[config.mk]
export PLATFORM = sky130hd
export DESIGN_NAME = match_ctrl
export DESIGN_NICKNAME = d
export VERILOG_FILES = /design/src/rtl/match_ctrl.sv
export SDC_FILE = /design/constraint.sdc
export NUM_CORES = 1
export LEC_CHECK = 0
export ABC_AREA = 1
export BUFFER_PORTS_ARGS = -buffer_cell sky130_fd_sc_hd__buf_2
export CAP_MARGIN = 20
export CORE_ASPECT_RATIO = 0.7
export CORE_UTILIZATION = 25
export CTS_CLUSTER_DIAMETER = 200
export DETAILED_ROUTE_END_ITERATION = 6
export GPL_TIMING_DRIVEN = 0
export PLACE_DENSITY_LB_ADDON = 0.1
export SYNTH_ARGS = -nofsm -noshare
export SYNTH_HDL_FRONTEND = slang
export SYNTH_SLANG_ARGS = --single-unit
export TNS_END_PERCENT = 10
[constraint.sdc]
create_clock -name frame_clk -period 1.8 [get_ports frame_clk]
set_clock_uncertainty 0.2 [all_clocks]
set_input_delay 0.09 -clock frame_clk [delete_from_list [all_inputs] [get_ports frame_clk]]
set_output_delay 0.09 -clock frame_clk [all_outputs]
set_load 0.005 [all_outputs]
[src/rtl/match_ctrl.sv]
// Match sequencer for head-soccer: gates ball physics, detects goals,
// keeps both scores and the match clock, and reports the winner.
module match_ctrl #(
    parameter int KICKOFF_FRAMES = 120,
    parameter int GOAL_FRAMES    = 90,
    parameter int FRAMES_PER_SEC = 60,
    parameter int MATCH_SECONDS  = 90,
    parameter int WIN_SCORE      = 5,
    parameter int GOAL_X_L       = 8,
    parameter int GOAL_X_R       = 631,
    parameter int GOAL_Y_TOP     = 360
) (
    input  logic       frame_clk,
    input  logic       Reset_n,
    input  logic       Start,
    input  logic [9:0] BallX,
    input  logic [9:0] BallY,
    input  logic [9:0] BallS,
    output logic       BallRst,
    output logic       Freeze,
    output logic [3:0] Score1,
    output logic [3:0] Score2,
    output logic [7:0] TimeLeft,
    output logic [2:0] State,
    output logic [1:0] Winner,
    output logic       GoalFlash
);

    localparam int HOLD_MAX = (KICKOFF_FRAMES > GOAL_FRAMES) ? KICKOFF_FRAMES : GOAL_FRAMES;
    localparam int HW = $clog2(HOLD_MAX + 1);
    localparam int SW = $clog2(FRAMES_PER_SEC + 1);

    typedef enum logic [2:0] {
        S_IDLE      = 3'd0,
        S_KICKOFF   = 3'd1,
        S_PLAY      = 3'd2,
        S_GOAL      = 3'd3,
        S_GAME_OVER = 3'd4
    } state_t;

    state_t        state_reg;
    state_t        state_next;
    logic          start_q_reg;
    logic [HW-1:0] hold_cnt_reg;
    logic [SW-1:0] sub_cnt_reg;

    logic start_rise;
    logic in_play;
    logic goal_l;
    logic goal_r;
    logic goal;
    logic sec_wrap;
    logic hold_zero;
    logic match_done;
    logic restart;
    logic [10:0] ball_right;

    assign start_rise = Start & ~start_q_reg;
    assign in_play    = (state_reg == S_PLAY);
    assign hold_zero  = (hold_cnt_reg == '0);
    assign sec_wrap   = in_play && (sub_cnt_reg == SW'(FRAMES_PER_SEC - 1));
    assign restart    = (state_reg == S_GAME_OVER) && start_rise;

    // 11-bit compare so that BallX+BallS cannot wrap past the right goal line
    assign ball_right = {1'b0, BallX} + {1'b0, BallS};
    assign goal_l     = ({1'b0, BallX} <= 11'(GOAL_X_L)) && ({1'b0, BallY} >= 11'(GOAL_Y_TOP));
    assign goal_r     = (ball_right >= 11'(GOAL_X_R)) && ({1'b0, BallY} >= 11'(GOAL_Y_TOP));
    assign goal       = in_play && (goal_l || goal_r);

    assign match_done = (Score1 >= 4'(WIN_SCORE)) || (Score2 >= 4'(WIN_SCORE)) ||
                        (TimeLeft == 8'd0);

    always_comb begin
        state_next = state_reg;
        case (state_reg)
            S_IDLE:      if (start_rise) state_next = S_KICKOFF;
            S_KICKOFF:   if (hold_zero) state_next = S_PLAY;
            S_PLAY: begin
                // A goal beats the timeout; the clock still ticks that cycle
                if (goal)
                    state_next = S_GOAL;
                else if (sec_wrap && TimeLeft == 8'd1)
                    state_next = S_GAME_OVER;
            end
            S_GOAL:      if (hold_zero) state_next = match_done ? S_GAME_OVER : S_KICKOFF;
            S_GAME_OVER: if (start_rise) state_next = S_KICKOFF;
            default:     state_next = S_IDLE;
        endcase
    end

    always_ff @(posedge frame_clk or negedge Reset_n) begin
        if (!Reset_n) begin
            state_reg    <= S_IDLE;
            start_q_reg  <= 1'b0;
            hold_cnt_reg <= '0;
            sub_cnt_reg  <= '0;
            BallRst      <= 1'b1;
            Freeze       <= 1'b1;
            GoalFlash    <= 1'b0;
            Score1       <= 4'd0;
            Score2       <= 4'd0;
            TimeLeft     <= 8'(MATCH_SECONDS);
            Winner       <= 2'b00;
        end else begin
            start_q_reg <= Start;
            state_reg   <= state_next;
            BallRst     <= (state_next != S_PLAY);
            Freeze      <= (state_next != S_PLAY);
            GoalFlash   <= (state_next == S_GOAL);

            if (state_next == S_KICKOFF && state_reg != S_KICKOFF)
                hold_cnt_reg <= HW'(KICKOFF_FRAMES - 1);
            else if (state_next == S_GOAL && state_reg != S_GOAL)
                hold_cnt_reg <= HW'(GOAL_FRAMES - 1);
            else if ((state_reg == S_KICKOFF || state_reg == S_GOAL) && !hold_zero)
                hold_cnt_reg <= hold_cnt_reg - HW'(1);

            if (restart)
                sub_cnt_reg <= '0;
            else if (in_play)
                sub_cnt_reg <= sec_wrap ? '0 : sub_cnt_reg + SW'(1);

            if (restart)
                TimeLeft <= 8'(MATCH_SECONDS);
            else if (sec_wrap && TimeLeft != 8'd0)
                TimeLeft <= TimeLeft - 8'd1;

            if (restart) begin
                Score1 <= 4'd0;
                Score2 <= 4'd0;
            end else if (goal) begin
                if (goal_l) begin
                    if (Score2 != 4'd15) Score2 <= Score2 + 4'd1;
                end else begin
                    if (Score1 != 4'd15) Score1 <= Score1 + 4'd1;
                end
            end

            if (restart)
                Winner <= 2'b00;
            else if (state_next == S_GAME_OVER && state_reg != S_GAME_OVER)
                Winner <= (Score1 > Score2) ? 2'b01 : (Score2 > Score1) ? 2'b10 : 2'b11;
        end
    end

    assign State = state_reg;

endmodule

==> impl_metrics.yaml, run 1 <==
detailed_routing:
  routed_wire_per_std_cell_microns: 12.4
  firstDrtPassIters: 4
  post_route_drc_violation_count: 0
  ant_nets: 0
  finalWirelength_microns: 7680
  num_vias: 2741
  dr.first_iter.drc_count: 104
  routed_via_density: 4.41
final_layout:
  layoutNonFillerInstCount: 621
  design.final.nets: 525
  mostFrequentLayoutCells: "sky130_fd_sc_hd__nand2_1, sky130_fd_sc_hd__inv_1, sky130_fd_sc_hd__buf_2"
  antenna-diode-count: 0
  largest_register_ffs: 8
  final_layout_size_suffix_gt1_share_pct: 37.0
  filler_cells: 1188
  final_common_cell: "sky130_fd_sc_hd__nand2_1"
  areaGrowthSynthToFinish_pct: 38.5
grt:
  met1_track_demand_over_resource_pct: 21.7
  grt_pass1_vias: 2662
  grt_pass1_wl_microns: 13200
  global_route.usage.met3_pct: 3.01
  grt_start_max_net_pins: 38
  grt_antenna_before_repair: 0
  busiest_layer: "met1"
  grt_util_met2_pct: 20.3
  global_route.overflow_total: 0
  grtUsageTotal_pct: 14.1
worst_hold_path:
  hold_start: "Start"
  worstHoldPathType: "in -> reg"
setup_path:
  worst_path_most_repeated_cell: "sky130_fd_sc_hd__nand2_4"
  worstPathRequired_ns: 1.77
  critPathMaxFanout: 6
  regToRegStartpoint: "hold_cnt_reg[1]"
  critPathKind: "in -> reg"
  critical_path.max_stage_delay_ns: 0.34
  kind_of_cell_with_the_highest_combined_delay_on_the_critical_path: "simple AND/OR/NAND/NOR gates"
  worst_setup_path_startpoint: "BallS[0]"
  critical_path.startpoint_type: "input port"
  critPathArrivalTime_ns: 2.07
  endpoint_kind: "register"
  crit_chain: "buf_8, ha_4, inv_2, fa_2, inv_2, nand2_4, nand2_4, nand4_1, nand2_1, a21oi_1, o21a_1, nand2_2, nand2_8, nor2_4, nand2_4, nand3_2, nand2_1"
  cp_slowest_cell: "sky130_fd_sc_hd__fa_2"
  worst-path-buf-inv: 3
logic_synthesis:
  postSynthCellCount: 382
  synth-seq-cells: 37
  synth_edf_count: 0
  async_flop_share_pct: 100
  synth.yosys.warnings: 0
  synth.yosys.seq_area_share_pct: 32.9
  synth.cell_area_sq_um: 2830
  ys_dominant_reg_cell: "sky130_fd_sc_hd__dfrtp_1"
  synth_cell_type_count: 47
  postSynthNetCount: 440
  syn_area_per_cell_sq_um: 7.41
placement:
  placed_cells_incl_taps: 588
  dpl.hpwl_microns: 5690
  gp_congestion: 0.772
  placement.io_buffers: 53
power_and_ir_drop:
  internal_dissipation_mw: 1.98
  cellPowerDensity_nw_per_um2: 781
  total_power_mw: 3.06
  vdd_ir_drop_max_mv: 0.371
  power_switching_share_pct: 35.4
  p_comb_share_pct: 35.6
  netSwitchingPower_mw: 1.08
  clkPwrFrac_pct: 28.3
  cellLeakagePower_nw: 1.99
  pwr-share-seq_pct: 36.1
sta:
  final.setup.worst_slack_ns: -0.300
  worst_slew_margin_rel_pct: 41.4
  rsz_0062_raised_after_global_routing: "true"
  hold-worst-slack_ns: 0.105
  report.final.slew_viol_count: 0
  period_minus_slack_ns: 2.10
  tightest_slew_ns: 0.879
  setup_violations: 28
  finalCritPeriodShare_pct: 117
  timing.final.hold_violations: 0
  maxClockFrequency_ghz: 0.476
clock_tree:
  clock-sinks: 37
  clockRootBuffer: "sky130_fd_sc_hd__clkbuf_16"
  worstSkewPairLatency_ns: 0.28
  clock_path_buffers: 2
  htreeDepth: 2
  cts_tree: "yes"
  post_cts_clock_slew_at_the_launch_and_capture_registers_of_the_worst_setup_and_hold_paths_ns: 0.06
  cts_made_buffers: 5
floorplanning:
  die_w_microns: 129
  die_height_microns: 91.0
  core_area_sq_um: 11000
  floorplan.die_area_sq_um: 11800
  start_util_pct: 25.7
  row_count: 32
  floorplan.io_pins: 57
outcome:
  failed_checks: "setup timing"
  run_status: "complete, but fails checks"
run:
  maxCapViolCount: 0
## cell families (layout without fill, tap and decap cells)
kind of cell               count (synthesis)  in the layout  share of synthesized area (%)
buffers and inverters                     71            157                           9.63
and+or+nand+nor                          186            186                           31.6
AOI/OAI and AO/OA                         56             56                           12.4
xor gates and xnor gates                   7              7                           2.17
DFF                                       37             37                           32.9
adders and majority gates                 25             25                           11.3
## worst paths after layout
path	end	slack [ns]	cells after the start
hold reg to reg	Score1[3]	0.30	2
setup / recovery	Score2[1]	-0.30	17
hold / removal	State[2]	0.11	6
setup reg to reg	hold_cnt_reg[4]	-0.23	10
min in group asynchronous	hold_cnt_reg[1]	0.26	2
max in group asynchronous	Score1[0]	0.51	2
## power groups by stage
stage               Sequential [mW]  Combinational (mW)  Clock, mW
floorplan                      1.10               0.615          0
global placement               1.14               0.848          0
detailed placement             1.14               0.851          0
CTS                            1.10                1.05      0.899
global route                   1.13                1.26      0.927
finish                         1.11                1.09      0.867
## area by class of cell
cell class	count	area [sq um]	area share [%]
buffer	3	16.3	0.415
clock buffer	5	125	3.19
clock inverter	3	17.5	0.447
inverter	68	274	6.99
multi-input combinational	274	1870	47.8
sequential	37	941	24.0
tap	153	191	4.88
timing repair buffer	78	482	12.3
## synth_stat cells, types with 5 or more instances
cell type	n	area, sq um
sky130_fd_sc_hd__nand2_1	71	267
sky130_fd_sc_hd__inv_1	61	229
sky130_fd_sc_hd__nor2_1	40	150
sky130_fd_sc_hd__nand3_1	34	170
sky130_fd_sc_hd__dfrtp_1	32	801
sky130_fd_sc_hd__ha_1	24	300
sky130_fd_sc_hd__a21oi_1	16	80.1
sky130_fd_sc_hd__o21ai_0	11	55.1
sky130_fd_sc_hd__nand4_1	10	62.6
sky130_fd_sc_hd__nand2_2	9	56.3
sky130_fd_sc_hd__o21ai_1	7	35.0
sky130_fd_sc_hd__xor2_1	6	52.6
sky130_fd_sc_hd__dfstp_2	5	131
sky130_fd_sc_hd__nor3_1	5	25.0
## tightest hold or removal path: cells and delay by family
family / cells / cell delay [ns]
simple gates: 4 / 0.31
buf+inv: 2 / 0.15
## through the flow
step                utilization [%]  TNS (ns)  setup slack [ns]  area, sq um
global route                   35.6     -8.76            -0.429         3920
floorplan                         -     -2.73            -0.196         2850
global placement               30.0    -16.35            -0.705         3310
finish                         35.6     -4.71            -0.300         3920
CTS                            34.4     -4.85            -0.298         3790
detailed placement             30.0    -15.77            -0.667         3310
## repair_timing
action	in CTS	in global routing
setup endpoints to repair	36	35
hold buffers	2	0
buffers inserted	21	2
endpoints found under the hold margin	33	0
cloned	0	0
resized for setup	46	35
pin swaps	19	14
## layer usage
layer	vias up	share of wire, %
met5	-	0
met2	41	41
li1	1428	-
met4	0	0.22
met1	1270	55
met3	2	3.2
(Power assumes the default switching activity.)
==> inputs of run 2 (changes only) <==
--- a/config.mk
+++ b/config.mk
@@ -8,12 +8,15 @@
 export ABC_AREA = 1
 export BUFFER_PORTS_ARGS = -buffer_cell sky130_fd_sc_hd__buf_2
 export CAP_MARGIN = 20
+export CELL_PAD_IN_SITES_DETAIL_PLACEMENT = 0
+export CELL_PAD_IN_SITES_GLOBAL_PLACEMENT = 2
 export CORE_ASPECT_RATIO = 0.7
 export CORE_UTILIZATION = 25
 export CTS_CLUSTER_DIAMETER = 200
 export DETAILED_ROUTE_END_ITERATION = 6
 export GPL_TIMING_DRIVEN = 0
 export PLACE_DENSITY_LB_ADDON = 0.1
+export SKIP_LAST_GASP = 1
 export SYNTH_ARGS = -nofsm -noshare
 export SYNTH_HDL_FRONTEND = slang
 export SYNTH_SLANG_ARGS = --single-unit
==> constraint.sdc (replaced) <==
create_clock -name frame_clk -period 1.8 [get_ports frame_clk]
set_clock_uncertainty 0.2 [all_clocks]
set_input_delay 0.36 -clock frame_clk [delete_from_list [all_inputs] [get_ports frame_clk]]
set_output_delay 0.36 -clock frame_clk [all_outputs]
set_load 0.005 [all_outputs]
==> run 2 against run 1 <==
The run ends with hold timing, setup timing left. Core utilization shrank 2.5 points. Worst setup slack worse by 0.21 ns. Cell count is 2.9% lower. Clock-buffer cell count rose by 2. Wire length is 0.34% lower. Sequential share of layout area rose by 1.6 points. Design area down 6.9%. Total power increased by 0.86%. Critical path type unchanged.
==> impl_metrics.yaml, run 2 (synthesized netlist as in run 1, its figures left out) <==
outcome:
  run_status: "complete, but fails checks"
  failed_checks: "hold timing, setup timing"
clock_tree:
  htreeDepth: 2
  clock-sinks: 37
  clockRootBuffer: "sky130_fd_sc_hd__clkbuf_16"
  clock_path_buffers: 2
  cts_made_buffers: 5
  post_cts_clock_slew_at_the_launch_and_capture_registers_of_the_worst_setup_and_hold_paths_ns: 0.06
  worstSkewPairLatency_ns: 0.28
  cts_tree: "yes"
final_layout:
  largest_register_ffs: 8
  multiInputGateArea_sq_um: 1740
  areaGrowthSynthToFinish_pct: 28.9
  design.final.nets: 507
  post-route-cell-area_sq_um: 3650
  layoutNonFillerInstCount: 603
  antenna-diode-count: 0
  mostFrequentLayoutCells: "sky130_fd_sc_hd__nand2_1, sky130_fd_sc_hd__inv_1, sky130_fd_sc_hd__buf_2"
  layout.core_utilization_pct: 33.2
  filler_cells: 1228
  sequential_cell_area_sq_um: 935
  final_layout_size_suffix_gt1_share_pct: 28.0
  final_common_cell: "sky130_fd_sc_hd__nand2_1"
sta:
  period_minus_slack_ns: 2.31
  tightest_slew_ns: 0.869
  setup_violations: 33
  maxClockFrequency_ghz: 0.434
  finalCritPeriodShare_pct: 128
  rsz_0062_raised_after_global_routing: "true"
  hold-worst-slack_ns: -0.00978
  worst_slew_margin_rel_pct: 42.1
  fin_setup_tns_ns: -11.37
  report.final.slew_viol_count: 0
  timing.final.hold_violations: 10
  final.setup.worst_slack_ns: -0.505
placement:
  detailed_place.area_sq_um: 3310
  gp_congestion: 0.764
  placement.io_buffers: 53
  placed_cells_incl_taps: 588
  dpl.hpwl_microns: 6100
floorplanning:
  floorplan.die_area_sq_um: 11800
  row_count: 32
  start_util_pct: 25.7
  die_w_microns: 129
  floorplan.io_pins: 57
  core_area_sq_um: 11000
  die_height_microns: 91.0
grt:
  grt_pass1_vias: 2473
  grt_start_max_net_pins: 38
  global_route.overflow_total: 0
  grt_antenna_before_repair: 0
  grt_pass1_wl_microns: 13000
  grtUsageTotal_pct: 14.4
detailed_routing:
  dr.first_iter.drc_count: 104
  finalWirelength_microns: 7660
  firstDrtPassIters: 4
  routed.top_layer: "met4"
  wl_met2_microns: 2830
  post_route_drc_violation_count: 0
  num_vias: 2626
  dr_wl_met3_microns: 220
  wirelength_met1_microns: 4560
  routed_via_density: 4.35
  ant_nets: 0
  routed_wire_per_std_cell_microns: 12.7
setup_path:
  regToRegStartpoint: "sub_cnt_reg[0]"
  flop2flop_setup_slack_ns: -0.39
  reg2regPathDepth: 10
  endpoint_kind: "register"
  critPathArrivalTime_ns: 2.27
  critPathMaxFanout: 8
  critPathKind: "in -> reg"
  critical_path.startpoint_type: "input port"
  worstPathRequired_ns: 1.77
  r2r-end: "TimeLeft[7]"
worst_hold_path:
  worstHoldPathType: "in -> async"
run:
  maxCapViolCount: 0
power_and_ir_drop:
  vdd_ir_drop_max_mv: 0.466
  cellPowerDensity_nw_per_um2: 846
  cellLeakagePower_nw: 1.87
run 2: cell types whose count changed in the layout (fill, tap and decap cells not counted), sizes merged:
| cell | previous run | this run |
|---|---|---|
| buf | 77 | 60 |
| clkinv | 5 | 1 |
| clkbuf | 7 | 9 |
| inv | 65 | 67 |
| bufinv | 0 | 1 |
| clkinvlp | 1 | 0 |
| dlygate4sd3 | 2 | 1 |
run 2: timing repair:
| action | in CTS | in global routing |
|---|---|---|
| hold buffers | 1 | 0 |
| pin swaps | 10 | 3 |
| hold endpoints to repair | 1 | 0 |
| endpoints found under the setup margin | 36 | 35 |
| gates resized for setup | 12 | 19 |
| buffers inserted | 4 | 2 |
run 2: area by class of cell:
class | count | area share, %
Multi-Input combinational cell | 274 | 47.5
Sequential cell | 37 | 25.6
Timing Repair Buffer | 60 | 9.42
Inverter | 68 | 7.06
Tap cell | 153 | 5.24
Clock buffer | 7 | 3.91
Clock inverter | 1 | 0.822
Buffer | 3 | 0.411
run 2: how the worst max path moves through the flow:
stage	from	end	slack, ns	cells past startpoint
global placement	BallX[0]	Score2[1]	-0.97	20
finish	BallS[0]	Score1[2]	-0.51	18
floorplan	BallX[0]	Score2[0]	-0.47	16
global route	BallS[0]	Score2[2]	-0.66	18
detailed placement	BallX[0]	Score2[3]	-0.95	20
CTS	BallS[0]	Score2[3]	-0.52	18
run 2: report_power, final:
part,internal (mW),total [mW],leakage [nW],switching (mW)
registers,0.978,1.13,0.444,0.150
clock network,0.693,1.04,0.0841,0.352
logic,0.391,0.917,1.34,0.526
run 2: per-layer routing:
layer / global-route usage (%) / up-vias
met4: 2.65 / 0
met5: 0 / -
met3: 3.18 / 4
met2: 18.5 / 35
li1: - / 1389
met1: 23.3 / 1198
run 2: through the flow:
stage | worst slack [ns] | power [mW]
2_1_floorplan | -0.466 | 1.72
3_3_place_gp | -0.972 | 2.00
3_5_place_dp | -0.947 | 2.00
4_1_cts | -0.518 | 3.09
5_1_grt | -0.657 | 3.34
6_report | -0.505 | 3.09
run 2: critical path, stage by stage:
cell and delay [ns]:
sky130_fd_sc_hd__buf_6 0.10, sky130_fd_sc_hd__ha_4 0.15, sky130_fd_sc_hd__inv_2 0.04, sky130_fd_sc_hd__fa_2 0.41
sky130_fd_sc_hd__nor2_1 0.11, sky130_fd_sc_hd__nand3_1 0.09, sky130_fd_sc_hd__nand3_1 0.09, sky130_fd_sc_hd__nand2_1 0.07
sky130_fd_sc_hd__inv_1 0.07, sky130_fd_sc_hd__nand3_2 0.06, sky130_fd_sc_hd__nand3_2 0.07, sky130_fd_sc_hd__nand2_2 0.06
sky130_fd_sc_hd__nand2_4 0.08, sky130_fd_sc_hd__nand2_8 0.08, sky130_fd_sc_hd__inv_4 0.14, sky130_fd_sc_hd__nand2_1 0.08
sky130_fd_sc_hd__o21ai_1 0.14, sky130_fd_sc_hd__nor2_1 0.06
==> inputs of run 3 (changes only) <==
==> constraint.sdc (replaced) <==
create_clock -name frame_clk -period 2.6 [get_ports frame_clk]
set_clock_uncertainty 0.2 [all_clocks]
set_input_delay 0.52 -clock frame_clk [delete_from_list [all_inputs] [get_ports frame_clk]]
set_output_delay 0.52 -clock frame_clk [all_outputs]
set_load 0.005 [all_outputs]
==> run 3 against run 2 <==
The run now ends clean. Clock power shrank 42%. Sequential share of layout area grew 0.64 points. Combinational power fell by 33%. Critical endpoint is now Score2[0]. Clock-buffer cell count shrank 2. Design area decreased by 2.7%. Flip-flop and latch count stayed put. Register-to-register slack improved by 0.65 ns. Worst hold slack better by 0.17 ns. Non-clock buffer count is 3 lower. Global-route usage up 0.19 points. Total power is 35% lower.
==> impl_metrics.yaml, run 3 (synthesized netlist as in run 1, its figures left out) <==
outcome:
  run_status: "finished, final reports clean"
floorplanning:
  die_height_microns: 91.0
  floorplan.io_pins: 57
  start_util_pct: 25.7
  floorplan.die_area_sq_um: 11800
  core_area_sq_um: 11000
  die_w_microns: 129
  row_count: 32
detailed_routing:
  dr.first_iter.drc_count: 105
  num_vias: 2601
  routed_wire_per_std_cell_microns: 13.1
  finalWirelength_microns: 7860
  ant_nets: 0
  post_route_drc_violation_count: 0
  routed_via_density: 4.34
  firstDrtPassIters: 4
sta:
  timing.final.hold_violations: 0
  worst_slew_margin_rel_pct: 40.4
  tightest_slew_ns: 0.893
  period_minus_slack_ns: 2.52
  report.final.slew_viol_count: 0
  maxClockFrequency_ghz: 0.397
  fin_setup_tns_ns: 0
  finalCritPeriodShare_pct: 96.8
  setup_violations: 0
  final.setup.worst_slack_ns: 0.0829
  rsz_0062_raised_after_global_routing: "true"
setup_path:
  critical_path.startpoint_type: "input port"
  reg2regPathDepth: 10
  worstPathRequired_ns: 2.57
  critPathMaxFanout: 5
  endpoint_kind: "register"
  critPathKind: "in -> reg"
  critPathArrivalTime_ns: 2.49
placement:
  detailed_place.area_sq_um: 3290
  pre_cts_slack_ns: -0.481
  dpl.hpwl_microns: 6200
  placement.io_buffers: 53
  gp_congestion: 0.737
final_layout:
  mostFrequentLayoutCells: "sky130_fd_sc_hd__nand2_1, sky130_fd_sc_hd__inv_1, sky130_fd_sc_hd__buf_2"
  final_common_cell: "sky130_fd_sc_hd__nand2_1"
  areaGrowthSynthToFinish_pct: 25.5
  post-route-cell-area_sq_um: 3550
  design.final.nets: 504
  final_layout_size_suffix_gt1_share_pct: 25.5
  antenna-diode-count: 0
  largest_register_ffs: 8
grt:
  global_route.overflow_total: 0
  grt_antenna_before_repair: 0
  grt_pass1_vias: 2555
  grt_start_max_net_pins: 38
  grtUsageTotal_pct: 14.5
  grt_pass1_wl_microns: 13200
power_and_ir_drop:
  internal_dissipation_mw: 1.29
  cellPowerDensity_nw_per_um2: 562
  clkPwrFrac_pct: 30.3
  cellLeakagePower_nw: 1.84
  total_power_mw: 2.00
  pwr-share-seq_pct: 39.0
  power_switching_share_pct: 35.4
  vdd_ir_drop_max_mv: 0.259
  p_comb_share_pct: 30.7
  netSwitchingPower_mw: 0.705
clock_tree:
  cts_tree: "yes"
  worstSkewPairLatency_ns: 0.28
  clock_path_buffers: 2
  cts_made_buffers: 5
  clockRootBuffer: "sky130_fd_sc_hd__clkbuf_16"
  post_cts_clock_slew_at_the_launch_and_capture_registers_of_the_worst_setup_and_hold_paths_ns: 0.06
  htreeDepth: 2
  clock-sinks: 37
worst_hold_path:
  worstHoldPathType: "in -> async"
run:
  maxCapViolCount: 0
run 3: routing by layer:
metal  global-route usage, %  vias to the layer above  part of all wire, %
met5                       0                        -                    0
met4                    1.47                        0                 0.32
met3                    3.06                        2                  3.5
met2                    19.1                       40                   36
met1                    23.9                     1179                   60
li1                        -                     1380                    -
run 3: power groups by stage:
stage	sequential [mW]	clock, mW	combinational (mW)
floorplan	0.763	0	0.423
global placement	0.789	0	0.593
detailed placement	0.789	0	0.595
CTS	0.780	0.627	0.605
global route	0.799	0.654	0.722
finish	0.778	0.604	0.613
run 3: path summary, 6_finish.rpt:
check / start / endpoint / slack, ns
max in group asynchronous: Reset_n / Score2[3] / 1.47
max: BallX[0] / Score2[0] / 0.08
min in group frame_clk: Start / start_q_reg / 0.16
max reg2reg: State[1] / TimeLeft[7] / 0.26
min: Reset_n / hold_cnt_reg[1] / 0.16
min reg2reg: sub_cnt_reg[5] / sub_cnt_reg[5] / 0.32
run 3: metrics by stage:
stage | utilization (%) | std cells | hold WS [ns]
floorplan | - | 382 | 0.0244
global placement | 29.9 | 588 | 0.290
detailed placement | 29.9 | 588 | 0.303
CTS | 31.6 | 598 | 0.158
global route | 32.3 | 600 | 0.163
finish | 32.3 | 600 | 0.162
run 3: critical path, cell delays in order:
cell and delay, ns:
sky130_fd_sc_hd__buf_8 0.10, sky130_fd_sc_hd__ha_4 0.15, sky130_fd_sc_hd__inv_2 0.06, sky130_fd_sc_hd__fa_2 0.43, sky130_fd_sc_hd__nor2_2 0.09, sky130_fd_sc_hd__nand3_1 0.08
sky130_fd_sc_hd__nand3_1 0.09, sky130_fd_sc_hd__nand2_1 0.06, sky130_fd_sc_hd__inv_1 0.06, sky130_fd_sc_hd__nand3_1 0.08, sky130_fd_sc_hd__nand3_1 0.09, sky130_fd_sc_hd__nand2_1 0.06
sky130_fd_sc_hd__nand2_2 0.08, sky130_fd_sc_hd__nand2_4 0.09, sky130_fd_sc_hd__nor2_4 0.20, sky130_fd_sc_hd__nand2_4 0.10, sky130_fd_sc_hd__nand3_1 0.08, sky130_fd_sc_hd__nand2_1 0.06
run 3: final cells by class:
cell class              count  area, sq um
multi-input cells         274         1690
well taps                 153          191
clock buffers               5          125
fillers                  1214         7460
plain buffers               3         15.0
flip-flops and latches     37          932
inverters                  68          258
repair buffers             57          328
clock inverters             3         17.5
run 3: what timing repair did:
item | CTS | global route
setup endpoints to repair | 15 | 21
cloned | 0 | 0
resized for setup | 4 | 16
hold buffers | 0 | 0
setup buffers | 2 | 2
pin swaps | 5 | 15
